### config.mk
export PLATFORM = sky130hd
export DESIGN_NAME = instruction_fetch
export DESIGN_NICKNAME = d
export VERILOG_FILES = /design/src/rtl/riscv_pkg.sv /design/src/rtl/fetch_fault_check.sv /design/src/rtl/instruction_fetch.sv
export SDC_FILE = /design/constraint.sdc
export NUM_CORES = 1
export LEC_CHECK = 0
export ABC_AREA = 1
export CAP_MARGIN = 0
export CORE_MARGIN = 8
export CORE_UTILIZATION = 46
export CTS_CLUSTER_DIAMETER = 120
export DETAILED_ROUTE_END_ITERATION = 6
export MAX_ROUTING_LAYER = met4
export PLACE_DENSITY = 0.77
export SLEW_MARGIN = 20
export SYNTH_ARGS = -nofsm -noshare
export SYNTH_HDL_FRONTEND = slang
export SYNTH_SLANG_ARGS = --single-unit
### constraint.sdc
create_clock -name clk_i -period 2.37 [get_ports clk_i]
set_input_delay 0.3555 -clock clk_i [delete_from_list [all_inputs] [get_ports clk_i]]
set_output_delay 0.3555 -clock clk_i [all_outputs]
set_load 0.02 [all_outputs]
### src/rtl/riscv_pkg.sv
// Shared definitions for the RISC-V softcore: fetch FSM states, the canonical
// NOP encoding and default memory-map parameters.
package riscv_pkg;

  localparam logic [31:0] NOP                = 32'h0000_0013;
  localparam logic [31:0] DEFAULT_RESET_PC   = 32'h0000_0000;
  localparam int unsigned DEFAULT_IMEM_BYTES = 32'd1024;

  typedef enum logic [0:0] {
    RUN   = 1'b0,
    FAULT = 1'b1
  } fetch_state_e;

endpackage

### src/rtl/fetch_fault_check.sv
// Combinational word-access legality check: flags misaligned addresses and
// addresses whose word would extend past the end of a memory of MEM_BYTES.
module fetch_fault_check
  import riscv_pkg::*;
#(
  parameter int unsigned MEM_BYTES = DEFAULT_IMEM_BYTES
) (
  input  logic [31:0] addr_i,
  output logic        fault_o
);

  // 33-bit compare so addresses near 2^32 cannot wrap into the legal range.
  localparam logic [32:0] LAST_WORD = 33'(MEM_BYTES) - 33'd4;

  logic misaligned_s;
  logic out_of_range_s;

  assign misaligned_s   = (addr_i[1:0] != 2'b00);
  assign out_of_range_s = ({1'b0, addr_i} > LAST_WORD);
  assign fault_o        = misaligned_s | out_of_range_s;

endmodule

### src/rtl/instruction_fetch.sv
// Fetch stage: owns the PC, reads instruction memory combinationally and holds
// one fetched entry toward decode behind a valid/ready handshake.
module instruction_fetch
  import riscv_pkg::*;
#(
  parameter logic [31:0] RESET_PC   = DEFAULT_RESET_PC,
  parameter int unsigned IMEM_BYTES = DEFAULT_IMEM_BYTES
) (
  input  logic        clk_i,
  input  logic        rst_n_i,
  output logic [31:0] imem_address_o,
  input  logic [31:0] imem_instruction_i,
  input  logic        redirect_valid_i,
  input  logic [31:0] redirect_pc_i,
  output logic        fetch_valid_o,
  input  logic        fetch_ready_i,
  output logic [31:0] fetch_instruction_o,
  output logic [31:0] fetch_pc_o,
  output logic        fetch_fault_o,
  output logic [31:0] fetch_count_o
);

  fetch_state_e state_q, state_d;
  logic [31:0]  pc_q, pc_d;
  logic         valid_q, valid_d;
  logic [31:0]  instr_q, instr_d;
  logic [31:0]  entry_pc_q, entry_pc_d;
  logic         fault_q, fault_d;
  logic [31:0]  count_q, count_d;

  logic [31:0]  addr_s;
  logic         addr_fault_s;
  logic         load_s;
  logic         accept_s;

  assign addr_s   = redirect_valid_i ? redirect_pc_i : pc_q;
  assign accept_s = valid_q & fetch_ready_i;
  assign load_s   = redirect_valid_i |
                    ((state_q == RUN) & (~valid_q | fetch_ready_i));

  fetch_fault_check #(
    .MEM_BYTES (IMEM_BYTES)
  ) u_fault_check (
    .addr_i  (addr_s),
    .fault_o (addr_fault_s)
  );

  // Next-state logic for PC, output stage, FSM and handshake counter.
  always_comb begin
    state_d    = state_q;
    pc_d       = pc_q;
    valid_d    = valid_q;
    instr_d    = instr_q;
    entry_pc_d = entry_pc_q;
    fault_d    = fault_q;
    count_d    = count_q + {31'd0, accept_s};

    if (load_s) begin
      valid_d    = 1'b1;
      entry_pc_d = addr_s;
      if (addr_fault_s) begin
        // PC parks on the bad address so it stays visible on imem_address_o.
        instr_d = NOP;
        fault_d = 1'b1;
        pc_d    = addr_s;
        state_d = FAULT;
      end else begin
        instr_d = imem_instruction_i;
        fault_d = 1'b0;
        pc_d    = addr_s + 32'd4;
        state_d = RUN;
      end
    end else if (accept_s) begin
      valid_d = 1'b0;
    end else begin
      valid_d = valid_q;
    end
  end

  // State registers with asynchronous reset.
  always_ff @(posedge clk_i or negedge rst_n_i) begin
    if (!rst_n_i) begin
      state_q    <= RUN;
      pc_q       <= RESET_PC;
      valid_q    <= 1'b0;
      instr_q    <= 32'h0000_0000;
      entry_pc_q <= RESET_PC;
      fault_q    <= 1'b0;
      count_q    <= 32'h0000_0000;
    end else begin
      state_q    <= state_d;
      pc_q       <= pc_d;
      valid_q    <= valid_d;
      instr_q    <= instr_d;
      entry_pc_q <= entry_pc_d;
      fault_q    <= fault_d;
      count_q    <= count_d;
    end
  end

  assign imem_address_o      = addr_s;
  assign fetch_valid_o       = valid_q;
  assign fetch_instruction_o = instr_q;
  assign fetch_pc_o          = entry_pc_q;
  assign fetch_fault_o       = fault_q;
  assign fetch_count_o       = count_q;

endmodule

After elaboration in Yosys (flattened, before gate mapping). Cells that the tools add are included.

Flip-flop bits (word level): 130. Input port bits: 68. Word-level logic and storage cells: 24.

Add/subtract/negate cells: 2. Order comparisons: 1. Multiplexer cells: 6. Bitwise logic cells: 7. Reductions and logical operators: 2.

Operators with widths (count): $mux 32 (3); $add 32x1->32 (1); $add 32x3->32 const B (1); $gt 32x10->1 const B (1); $reduce_bool 2->1 (2); $mux 1 (3); $or 1x1->1 (3); $and 1x1->1 (2); $not 1->1 (2).

Depth between registers and ports, before layout. Gate-level depths: netlist (run 1).

Depth in word-level cells: 5. Mapped depth: 14. Depth with buffers taken out: 12.

Hierarchy. A second synthesis (run 1) with hierarchy kept.

Cells, all modules: 797. Area total of the unflattened synthesis: 6547.5 um^2.

Modules (own cells, without submodules): instruction_fetch (instances 1, cells each 775, area each 6463.7 um^2); fetch_fault_check (instances 1, cells each 22, area each 83.8 um^2).

Least setup slack after synthesis (run 1). OpenSTA, ideal clock, no wires.

Path type: flip-flop to flip-flop. From: register valid_q, in the netlist fetch_valid_o. To: register count_q[22], in the netlist fetch_count_o[22]. Library setup time: 122 ps. Data arrival time: 1983 ps. Data required time: 2248 ps. Setup slack: 265 ps. Cell stages (with the launch flop): 13. Clock period less this slack: 2105 ps. Path through: dfrtp_1 nand2_1 inv_1 ha_1 ha_1 nand3_1 nor2_1 inv_1 nor3_1 nand2_1 nor2_1 nand2_1 xor2_1.

Word-level cells in the longest chain between the ends: 2.

Ends and longest elaborated chain: from (decl) (RTL line instruction_fetch.sv:25) `logic valid_q, valid_d;`; from (signal assigned) (RTL line instruction_fetch.sv:93) `valid_q <= valid_d;`; $and 1x1->1 (RTL line instruction_fetch.sv:37) `assign accept_s = valid_q & fetch_ready_i;`; $add 32x1->32 (RTL line instruction_fetch.sv:56) `count_d = count_q + {31'd0, accept_s};`; via count_d[22] (RTL line instruction_fetch.sv:29) `logic [31:0] count_q, count_d;`; to (signal assigned) (RTL line instruction_fetch.sv:97) `count_q <= count_d;`; to (decl) (RTL line instruction_fetch.sv:29).

The timed path passes the listed nets, and every way through them passes these cells. A chain may end at the register's enable or synchronous reset.

Worst setup path after layout (run 1).
From: register pc_q[9]. To: output imem_address_o[9].

Word-level cells in the longest chain between the ends: 1.

Ends and longest elaborated chain: from (decl) (RTL line instruction_fetch.sv:24) `logic [31:0] pc_q, pc_d;`; from (signal assigned) (RTL line instruction_fetch.sv:92) `pc_q <= pc_d;`; $mux 32 (RTL line instruction_fetch.sv:36) `assign addr_s = redirect_valid_i ? redirect_pc_i : pc_q;`; to (decl) (RTL line instruction_fetch.sv:11) `output logic [31:0] imem_address_o,`.

No other way between the ends.

==> flow_metrics.env, run 1 <==
export IMPL_status="complete, no violations"
export IMPL_synth_top_area_cell="dfrtp_1"
export IMPL_cts_resized_gates=0
export IMPL_cts_sinks=128
export IMPL_drcViolationCount=0
export IMPL_num_rows=42
export IMPL_cts_hold_buf=1
export IMPL_grt_antenna_before_repair=0
export IMPL_root_buffer="clkbuf_16"
export IMPL_syn_num_nets=841
export IMPL_fmaxAchievable_mhz=463
export IMPL_path_clk_slew_ps=50
export IMPL_synth_top_area_share_pct=52.8
export IMPL_ff2ff_setup_slack_ps=340
export IMPL_p_leak_nw=4.42
export IMPL_dieArea_mm2=0.0171
export IMPL_dpl_hpwl_mm=12.8
export IMPL_nets=1057
export IMPL_htreeDepth=4
export IMPL_netlist_instances=770
export IMPL_min_period_over_period_pct=91.2
export IMPL_holdWs_ps=457
export IMPL_diodes=0
export IMPL_timing_rr_start="fetch_valid_o$_DFFE_PN0P_"
export IMPL_wl_per_cell_um=14.7
export IMPL_grt_total_usage_pct=22.1
export IMPL_skew_ps=6.86
export IMPL_peakVddDrop_mv=0.608
export IMPL_drt_total_wl_mm=17.3
export IMPL_cts_tree="done"
export IMPL_drive_gt1_share_pct=6.81
export IMPL_fin_util_pct=68.6
export IMPL_drtAntennaViolNets=0
export IMPL_cp_end_kind="primary output"
export IMPL_drt_first_iter_violations=330
export IMPL_ys_warn_count=0
export IMPL_pin_count=198
export IMPL_relSlewSlack_pct=53.8
export IMPL_grt_pass1_wl_mm=28.5
export IMPL_critPathLaunchType="register"
export IMPL_drv_slew=0
export IMPL_syn_avg_cell_area_um2=7.88
export IMPL_routed_via_density=4.79
export IMPL_ys_top_cells_by_area="dfrtp_1 (53%), nand2_1 (21%), inv_1 (4.0%), nor2_1 (3.8%), xor2_1 (3.8%)"
export IMPL_grt_max_degree=51
export IMPL_die_w_um=131
export IMPL_arrival_ps=1810
export IMPL_place_congestion=0.867
export IMPL_final_min_clock_period_ps=2160
export IMPL_dr_pass1_iters=7
export IMPL_grt_ovfl_total=0
export IMPL_hold_path_class="input port to async pin"
export IMPL_powerDensity_mw_per_mm2=725
export IMPL_ys_ff_latch=128
export IMPL_cp_data_required_time_ps=2010
export IMPL_yosysUniqueCellTypes=27
export IMPL_r2r_end="fetch_count_o[22]$_DFF_PN0_"
export IMPL_r2r_cells=12
export IMPL_fill_cells=1058
export IMPL_hold_violations=0
export IMPL_core_mm2=0.0131
export IMPL_insertion_delay_ps=420
export IMPL_tightestPinTransition_ps=692
export IMPL_grt_pass1_vias=5708
export IMPL_dr_total_vias=5626
export IMPL_fp_dieH_um=131
export IMPL_seq_area_frac_synth_pct=52.8
export IMPL_cts_setup_buffers=0
export IMPL_setup_viol=0
export IMPL_path_class="register to primary output"
export IMPL_cts_buffers=17
export IMPL_syn_area_mm2=0.00607
export IMPL_path_max_fanout=5
export IMPL_port_buffers=197
export IMPL_area_growth_syn_to_layout_pct=47.9
export IMPL_rsz0062_at_grt="false"
export IMPL_cts_path_max_buffers=2
export IMPL_start_util_pct=46.4
export IMPL_maxCapViolations=0
worst max-delay path: stages, from the launching register on:
cell and delay (ps):
dfrtp_1 340, inv_1 40, o21ai_1 290, clkdlybuf4s50_1 720
worst max-delay path by stage:
stage	start	end	slack, ps	cells after the start
detailed placement	fetch_ready_i	fetch_count_o[22]$_DFF_PN0_	-110	13
global route	fetch_ready_i	fetch_count_o[18]$_DFF_PN0_	50	13
CTS	pc_q[9]$_DFFE_PN0P_	imem_address_o[9]	200	3
floorplan	fetch_valid_o$_DFFE_PN0P_	fetch_count_o[22]$_DFF_PN0_	270	12
global placement	fetch_ready_i	fetch_count_o[22]$_DFF_PN0_	-40	13
finish	pc_q[9]$_DFFE_PN0P_	imem_address_o[9]	210	3
state kept, by name, indices dropped and copies added, names as in the netlist:
register	cells
fetch_pc_o	30
fetch_valid_o	1
fetch_count_o	32
fetch_fault_o	1
fetch_instruction_o	32
pc_q	32
power breakdown:
group	total, mW	leakage [nW]	internal (mW)	switching, mW
sequential	2.48	1.61	2.37	0.117
clock	2.76	0.304	1.82	0.946
combinational	1.26	2.50	0.568	0.694
through the flow:
stage                     cell area (µm²)  power, mW  TNS, ps  setup WS [ps]  instances
after floorplan                      6070       3.11        0            265        770
after global placement               8330       3.77     -121          -45.0       1142
after detailed placement             8330       3.79     -407           -113       1142
after CTS                            8980       6.58        0            198       1174
after global routing                 8980       6.77        0           54.8       1174
final                                8980       6.51        0            209       1174
area by class of cell:
| class | count | area, µm² | area share, % |
|---|---|---|---|
| Clock inverter | 8 | 126 | 1.41 |
| Timing Repair Buffer | 224 | 2220 | 24.8 |
| Tap cell | 176 | 220 | 2.45 |
| Inverter | 66 | 250 | 2.79 |
| Clock buffer | 23 | 508 | 5.66 |
| Multi-Input combinational cell | 549 | 2450 | 27.2 |
| Sequential cell | 128 | 3200 | 35.7 |
cells in the mapped netlist:
master    number
xnor2_1        6
dfrtp_1      128
nor2_1        62
o21ai_0       34
clkbuf_1       9
inv_4          1
ha_1           3
o21a_1         1
o211ai_1       1
nand2_1      347
buf_6          7
buf_1          1
nor3_1        16
clkinv_1       1
o21ai_1        2
buf_4          5
xor2_1        26
inv_1         64
nor2_2         3
nand3_4        1
nand2_2        1
a31oi_1       10
nor2_4         2
nor4_1         3
nand3_1       24
nand4_1        7
buf_2          5
logic make-up (layout without fill, tap and decap cells):
kind of cell / after synthesis / count (layout) / share of synthesized area (%)
buffers and inverters: 93 / 321 / 7.07
flip-flops: 128 / 128 / 52.8
XOR/XNOR: 32 / 32 / 4.62
AO/OA/AOI/OAI: 48 / 48 / 4.25
AND/OR/NAND/NOR: 466 / 466 / 30.7
adder cells (fa/ha/maj): 3 / 3 / 0.618
placed cells by master (no fill, tap or decap), types with 4 or more instances in the layout:
cell | netlist | final
nand2_1 | 347 | 347
buf_12 | 0 | 4
buf_4 | 5 | 22
clkbuf_8 | 0 | 6
a31oi_1 | 10 | 10
nor2_1 | 62 | 61
xnor2_1 | 6 | 6
nand3_1 | 24 | 24
dfrtp_1 | 128 | 128
xor2_1 | 26 | 26
o21ai_0 | 34 | 34
clkbuf_16 | 0 | 17
inv_1 | 64 | 64
nand4_1 | 7 | 7
nor3_1 | 16 | 16
clkdlybuf4s50_1 | 0 | 195
layer usage:
| metal | track usage (%) | wire length (µm) | up-vias |
|---|---|---|---|
| met3 | 4.95 | 1010 | 34 |
| met5 | - | 0 | - |
| li1 | - | - | 2819 |
| met2 | 34.9 | 8380 | 164 |
| met4 | 9.79 | 410 | 0 |
| met1 | 26.9 | 7510 | 2609 |
(Power assumes the default switching activity.)
==> run 2: changes to the inputs <==
Settings changed: PLACE_DENSITY 0.77 to 0.92, SKIP_LAST_GASP from default to 1.
==> flow_metrics.env, run 2 (synthesis results as in run 1) <==
export IMPL_grt_antenna_before_repair=0
export IMPL_arrival_ps=1830
export IMPL_dr_pass1_iters=6
export IMPL_num_rows=42
export IMPL_grt_pass1_wl_mm=28.8
export IMPL_fill_cells=1013
export IMPL_area_growth_syn_to_layout_pct=46.0
export IMPL_hold_violations=0
export IMPL_grt_pass1_vias=5899
export IMPL_path_class="input port to primary output"
export IMPL_path_max_fanout=37
export IMPL_fin_util_pct=67.7
export IMPL_setup_viol=0
export IMPL_drtAntennaViolNets=0
export IMPL_cp_end_kind="primary output"
export IMPL_dr_total_vias=5796
export IMPL_cts_tree="done"
export IMPL_skew_ps=11.9
export IMPL_peakVddDrop_mv=0.510
export IMPL_critPathLaunchType="input port"
export IMPL_p_leak_nw=4.35
export IMPL_die_w_um=131
export IMPL_cts_resized_gates=0
export IMPL_cts_buffers=17
export IMPL_cp_data_required_time_ps=2010
export IMPL_rsz0062_at_grt="false"
export IMPL_root_buffer="clkbuf_16"
export IMPL_powerDensity_mw_per_mm2=697
export IMPL_tightestPinTransition_ps=733
export IMPL_grt_max_degree=61
export IMPL_post_place_ws_ps=-161
export IMPL_drcViolationCount=0
export IMPL_final_cell_mix="nand2_1 (347), clkdlybuf4s50_1 (195), dfrtp_1 (128)"
export IMPL_layout_cells_most_common="nand2_1"
export IMPL_wl_per_cell_um=15.2
export IMPL_min_period_over_period_pct=92.2
export IMPL_status="complete, no violations"
export IMPL_insertion_delay_ps=420
export IMPL_drv_slew=0
export IMPL_cts_sinks=128
export IMPL_maxCapViolations=0
export IMPL_pin_count=198
export IMPL_place_congestion=0.908
export IMPL_fp_dieH_um=131
export IMPL_finalSetupTns_ps=0
export IMPL_path_clk_slew_ps=60
export IMPL_holdWs_ps=394
export IMPL_dpl_hpwl_mm=12.8
export IMPL_grt_ovfl_total=0
export IMPL_nets=1054
export IMPL_grt_total_usage_pct=22.2
export IMPL_relSlewSlack_pct=51.0
export IMPL_start_util_pct=46.4
export IMPL_r2r_cells=12
export IMPL_drt_total_wl_mm=17.8
export IMPL_place_area_mm2=0.00830
export IMPL_drt_first_iter_violations=526
export IMPL_cts_path_max_buffers=2
export IMPL_dieArea_mm2=0.0171
export IMPL_htreeDepth=4
export IMPL_port_buffers=197
export IMPL_routed_via_density=4.95
export IMPL_final_min_clock_period_ps=2190
export IMPL_core_mm2=0.0131
export IMPL_fmaxAchievable_mhz=457
export IMPL_diodes=0
export IMPL_layout_setup_ws_ps=184
export IMPL_hold_path_class="input port to async pin"
export IMPL_drive_gt1_share_pct=6.63
export IMPL_fin_area_mm2=0.00886
run 2: changes by cell type in the layout (fill, tap and decap cells not counted), sizes merged:
cell and change:
buf -3, bufinv -3, clkbuf -4, clkinv +2, clkinvlp +2, inv +4
run 2: path summary, 6_finish.rpt:
kind,start,to,slack [ps]
max in group asynchronous,rst_n_i,fetch_pc_o[29]$_DFFE_PN0P_,1340
max,redirect_valid_i,imem_address_o[7],180
max reg2reg,fetch_valid_o$_DFFE_PN0P_,fetch_count_o[22]$_DFF_PN0_,240
min in group clk_i,redirect_valid_i,pc_q[1]$_DFFE_PN0P_,450
min reg2reg,fetch_instruction_o[19]$_DFFE_PN0P_,fetch_instruction_o[19]$_DFFE_PN0P_,480
min,rst_n_i,fetch_pc_o[17]$_DFFE_PN0P_,390
run 2: per-stage QoR:
| step | instances | power (mW) |
|---|---|---|
| final | 1172 | 6.18 |
| after detailed placement | 1139 | 3.79 |
| after CTS | 1172 | 6.23 |
| after global routing | 1172 | 6.46 |
| after global placement | 1139 | 3.76 |
| after floorplan | 770 | 3.11 |
run 2: area by class of cell:
class	instances	area, µm²	area share [%]
Clock inverter	13	104	1.17
Tap cell	176	220	2.48
Inverter	66	250	2.82
Clock buffer	19	453	5.11
Multi-Input combinational cell	549	2450	27.6
Sequential cell	128	3200	36.1
Timing Repair Buffer	221	2190	24.7
run 2: what timing repair did:
action                                 in CTS  in global routing
hold buffers                                1                  0
endpoints found under the hold margin      29                  0
buffers inserted                            0                  0
run 2: per-layer routing:
| metal | up-vias | GRT usage, % | share of wire (%) |
|---|---|---|---|
| met5 | - | - | 0 |
| met4 | 0 | 8.91 | 2.3 |
| met3 | 35 | 5.07 | 6.2 |
| met2 | 236 | 36.3 | 50 |
| met1 | 2718 | 26.1 | 41 |
| li1 | 2807 | - | - |
run 2: power breakdown:
part           internal (mW)  leakage [nW]  switching (mW)
registers               2.37          1.61           0.116
clock network           1.41         0.259            1.03
logic                  0.567          2.48           0.695
run 2: critical path, cell delays in order:
cell	delay, ps
buf_2	130
inv_4	300
nand2_1	150
nand2_1	220
clkdlybuf4s50_1	660
==> run 3: changes to the inputs <==
Settings changed: CELL_PAD_IN_SITES_DETAIL_PLACEMENT from default to 1, CELL_PAD_IN_SITES_GLOBAL_PLACEMENT from default to 2, CORE_UTILIZATION 46 to 26, PLACE_DENSITY 0.92 to 0.93.
Clock period 2.37 ns to 2.5 ns, I/O delays scaled along.
==> flow_metrics.env, run 3 (synthesis results as in run 1) <==
export IMPL_status="complete, no violations"
export IMPL_fp_dieH_um=169
export IMPL_place_congestion=0.826
export IMPL_p_comb_share_pct=19.5
export IMPL_rsz0062_at_grt="false"
export IMPL_htreeDepth=4
export IMPL_p_leak_nw=4.41
export IMPL_path_max_fanout=5
export IMPL_dr_pass1_iters=4
export IMPL_fin_area_mm2=0.00914
export IMPL_drcViolationCount=0
export IMPL_skew_ps=12.0
export IMPL_ff2ff_setup_slack_ps=370
export IMPL_grt_ovfl_total=0
export IMPL_wl_per_cell_um=15.7
export IMPL_hold_violations=0
export IMPL_final_min_clock_period_ps=2260
export IMPL_arrival_ps=1880
export IMPL_drtAntennaViolNets=0
export IMPL_grt_pass1_wl_mm=33.9
export IMPL_post_place_ws_ps=-85.6
export IMPL_routed_via_density=4.28
export IMPL_cp_end_kind="primary output"
export IMPL_dr_total_vias=5636
export IMPL_powerDensity_mw_per_mm2=690
export IMPL_final_cell_mix="nand2_1 (347), clkdlybuf4s50_1 (195), dfrtp_1 (128)"
export IMPL_diodes=0
export IMPL_dpl_hpwl_mm=15.4
export IMPL_grt_antenna_before_repair=0
export IMPL_clkPwrFrac_pct=43.1
export IMPL_place_area_mm2=0.00850
export IMPL_fin_util_pct=39.4
export IMPL_p_sw_mw=1.83
export IMPL_tightestPinTransition_ps=785
export IMPL_grt_total_usage_pct=15.3
export IMPL_start_util_pct=26.2
export IMPL_drt_first_iter_violations=212
export IMPL_area_growth_syn_to_layout_pct=50.6
export IMPL_core_mm2=0.0232
export IMPL_die_w_um=169
export IMPL_peakVddDrop_mv=0.398
export IMPL_path_class="input port to primary output"
export IMPL_grt_pass1_vias=6337
export IMPL_drt_total_wl_mm=20.6
export IMPL_grt_max_degree=61
export IMPL_critPathLaunchType="input port"
export IMPL_p_seq_share_pct=37.4
export IMPL_switching_share_pct=29.1
export IMPL_drv_slew=0
export IMPL_dieArea_mm2=0.0285
export IMPL_fill_cells=2780
export IMPL_root_buffer="clkbuf_16"
export IMPL_min_period_over_period_pct=90.3
export IMPL_p_int_mw=4.47
export IMPL_num_rows=56
export IMPL_cp_data_required_time_ps=2120
export IMPL_relSlewSlack_pct=47.6
export IMPL_insertion_delay_ps=420
export IMPL_nets=1056
export IMPL_cts_buffers=17
export IMPL_drive_gt1_share_pct=6.71
export IMPL_hold_path_class="input port to register"
export IMPL_cts_tree="done"
export IMPL_cts_path_max_buffers=2
export IMPL_maxCapViolations=0
export IMPL_setup_viol=0
export IMPL_layout_cells_most_common="nand2_1"
export IMPL_fmaxAchievable_mhz=443
export IMPL_cts_sinks=128
export IMPL_pin_count=198
export IMPL_layout_setup_ws_ps=242
export IMPL_port_buffers=197
export IMPL_path_clk_slew_ps=60
[run 3: cell types whose count changed in the layout (fill, tap and decap cells not counted)]
cell        previous run  this run
clkinvlp_4             5         3
inv_6                  4         6
buf_4                 20        21
clkbuf_1               0         1
clkbuf_8               2         0
bufinv_16              0         4
clkinv_4               3         0
buf_12                 3         4
[run 3: area by class of cell]
class / count / area (µm²) / share of cell area, %
flip-flops and latches: 128 / 3200 / 35.0
multi-input cells: 549 / 2450 / 26.8
repair buffers: 223 / 2220 / 24.2
clock buffers: 18 / 429 / 4.69
well taps: 319 / 399 / 4.37
inverters: 66 / 250 / 2.74
clock inverters: 14 / 200 / 2.19
[run 3: worst paths after layout]
path | startpoint | endpoint | cells after the start
hold reg to reg | pc_q[28]$_DFFE_PN0P_ | pc_q[28]$_DFFE_PN0P_ | 2
setup reg to reg | fetch_valid_o$_DFFE_PN0P_ | fetch_count_o[26]$_DFF_PN0_ | 12
max in group asynchronous | rst_n_i | fetch_count_o[19]$_DFF_PN0_ | 3
min in group asynchronous | rst_n_i | fetch_pc_o[23]$_DFFE_PN0P_ | 2
setup / recovery | redirect_pc_i[9] | imem_address_o[9] | 4
hold / removal | redirect_valid_i | pc_q[1]$_DFFE_PN0P_ | 4
[run 3: repair_timing]
| action | 4_1_cts | 5_1_grt |
|---|---|---|
| hold endpoints to repair | 47 | 0 |
| buffers inserted | 0 | 0 |
| hold buffers | 1 | 0 |
| resized for setup | 0 | 0 |
[run 3: through the flow]
step | hold slack (ps) | setup TNS [ps] | std cells | power, mW
floorplan | 79.4 | 0 | 770 | 2.95
global placement | 359 | -14.2 | 1284 | 3.62
detailed placement | 364 | -1770 | 1284 | 3.64
CTS | 442 | 0 | 1317 | 6.42
global route | 469 | 0 | 1317 | 6.58
finish | 461 | 0 | 1317 | 6.30
[run 3: metal layers]
metal | routed length, µm | global-route usage, %
met5 | 0 | -
met2 | 10100 | 25.5
met3 | 988 | 3.98
met1 | 9230 | 17.9
met4 | 284 | 4.74
[run 3: worst max-delay path, stage by stage]
cell and delay (ps):
clkdlybuf4s50_1 480, nand2_1 50, o21ai_1 250, clkdlybuf4s50_1 720
[run 3: power by group through the flow]
stage | clock network, mW | logic (mW) | registers (mW)
2_1_floorplan | 0 | 0.427 | 2.52
3_3_place_gp | 0 | 1.23 | 2.39
3_5_place_dp | 0 | 1.24 | 2.39
4_1_cts | 2.81 | 1.25 | 2.36
5_1_grt | 2.86 | 1.34 | 2.38
6_report | 2.72 | 1.23 | 2.36
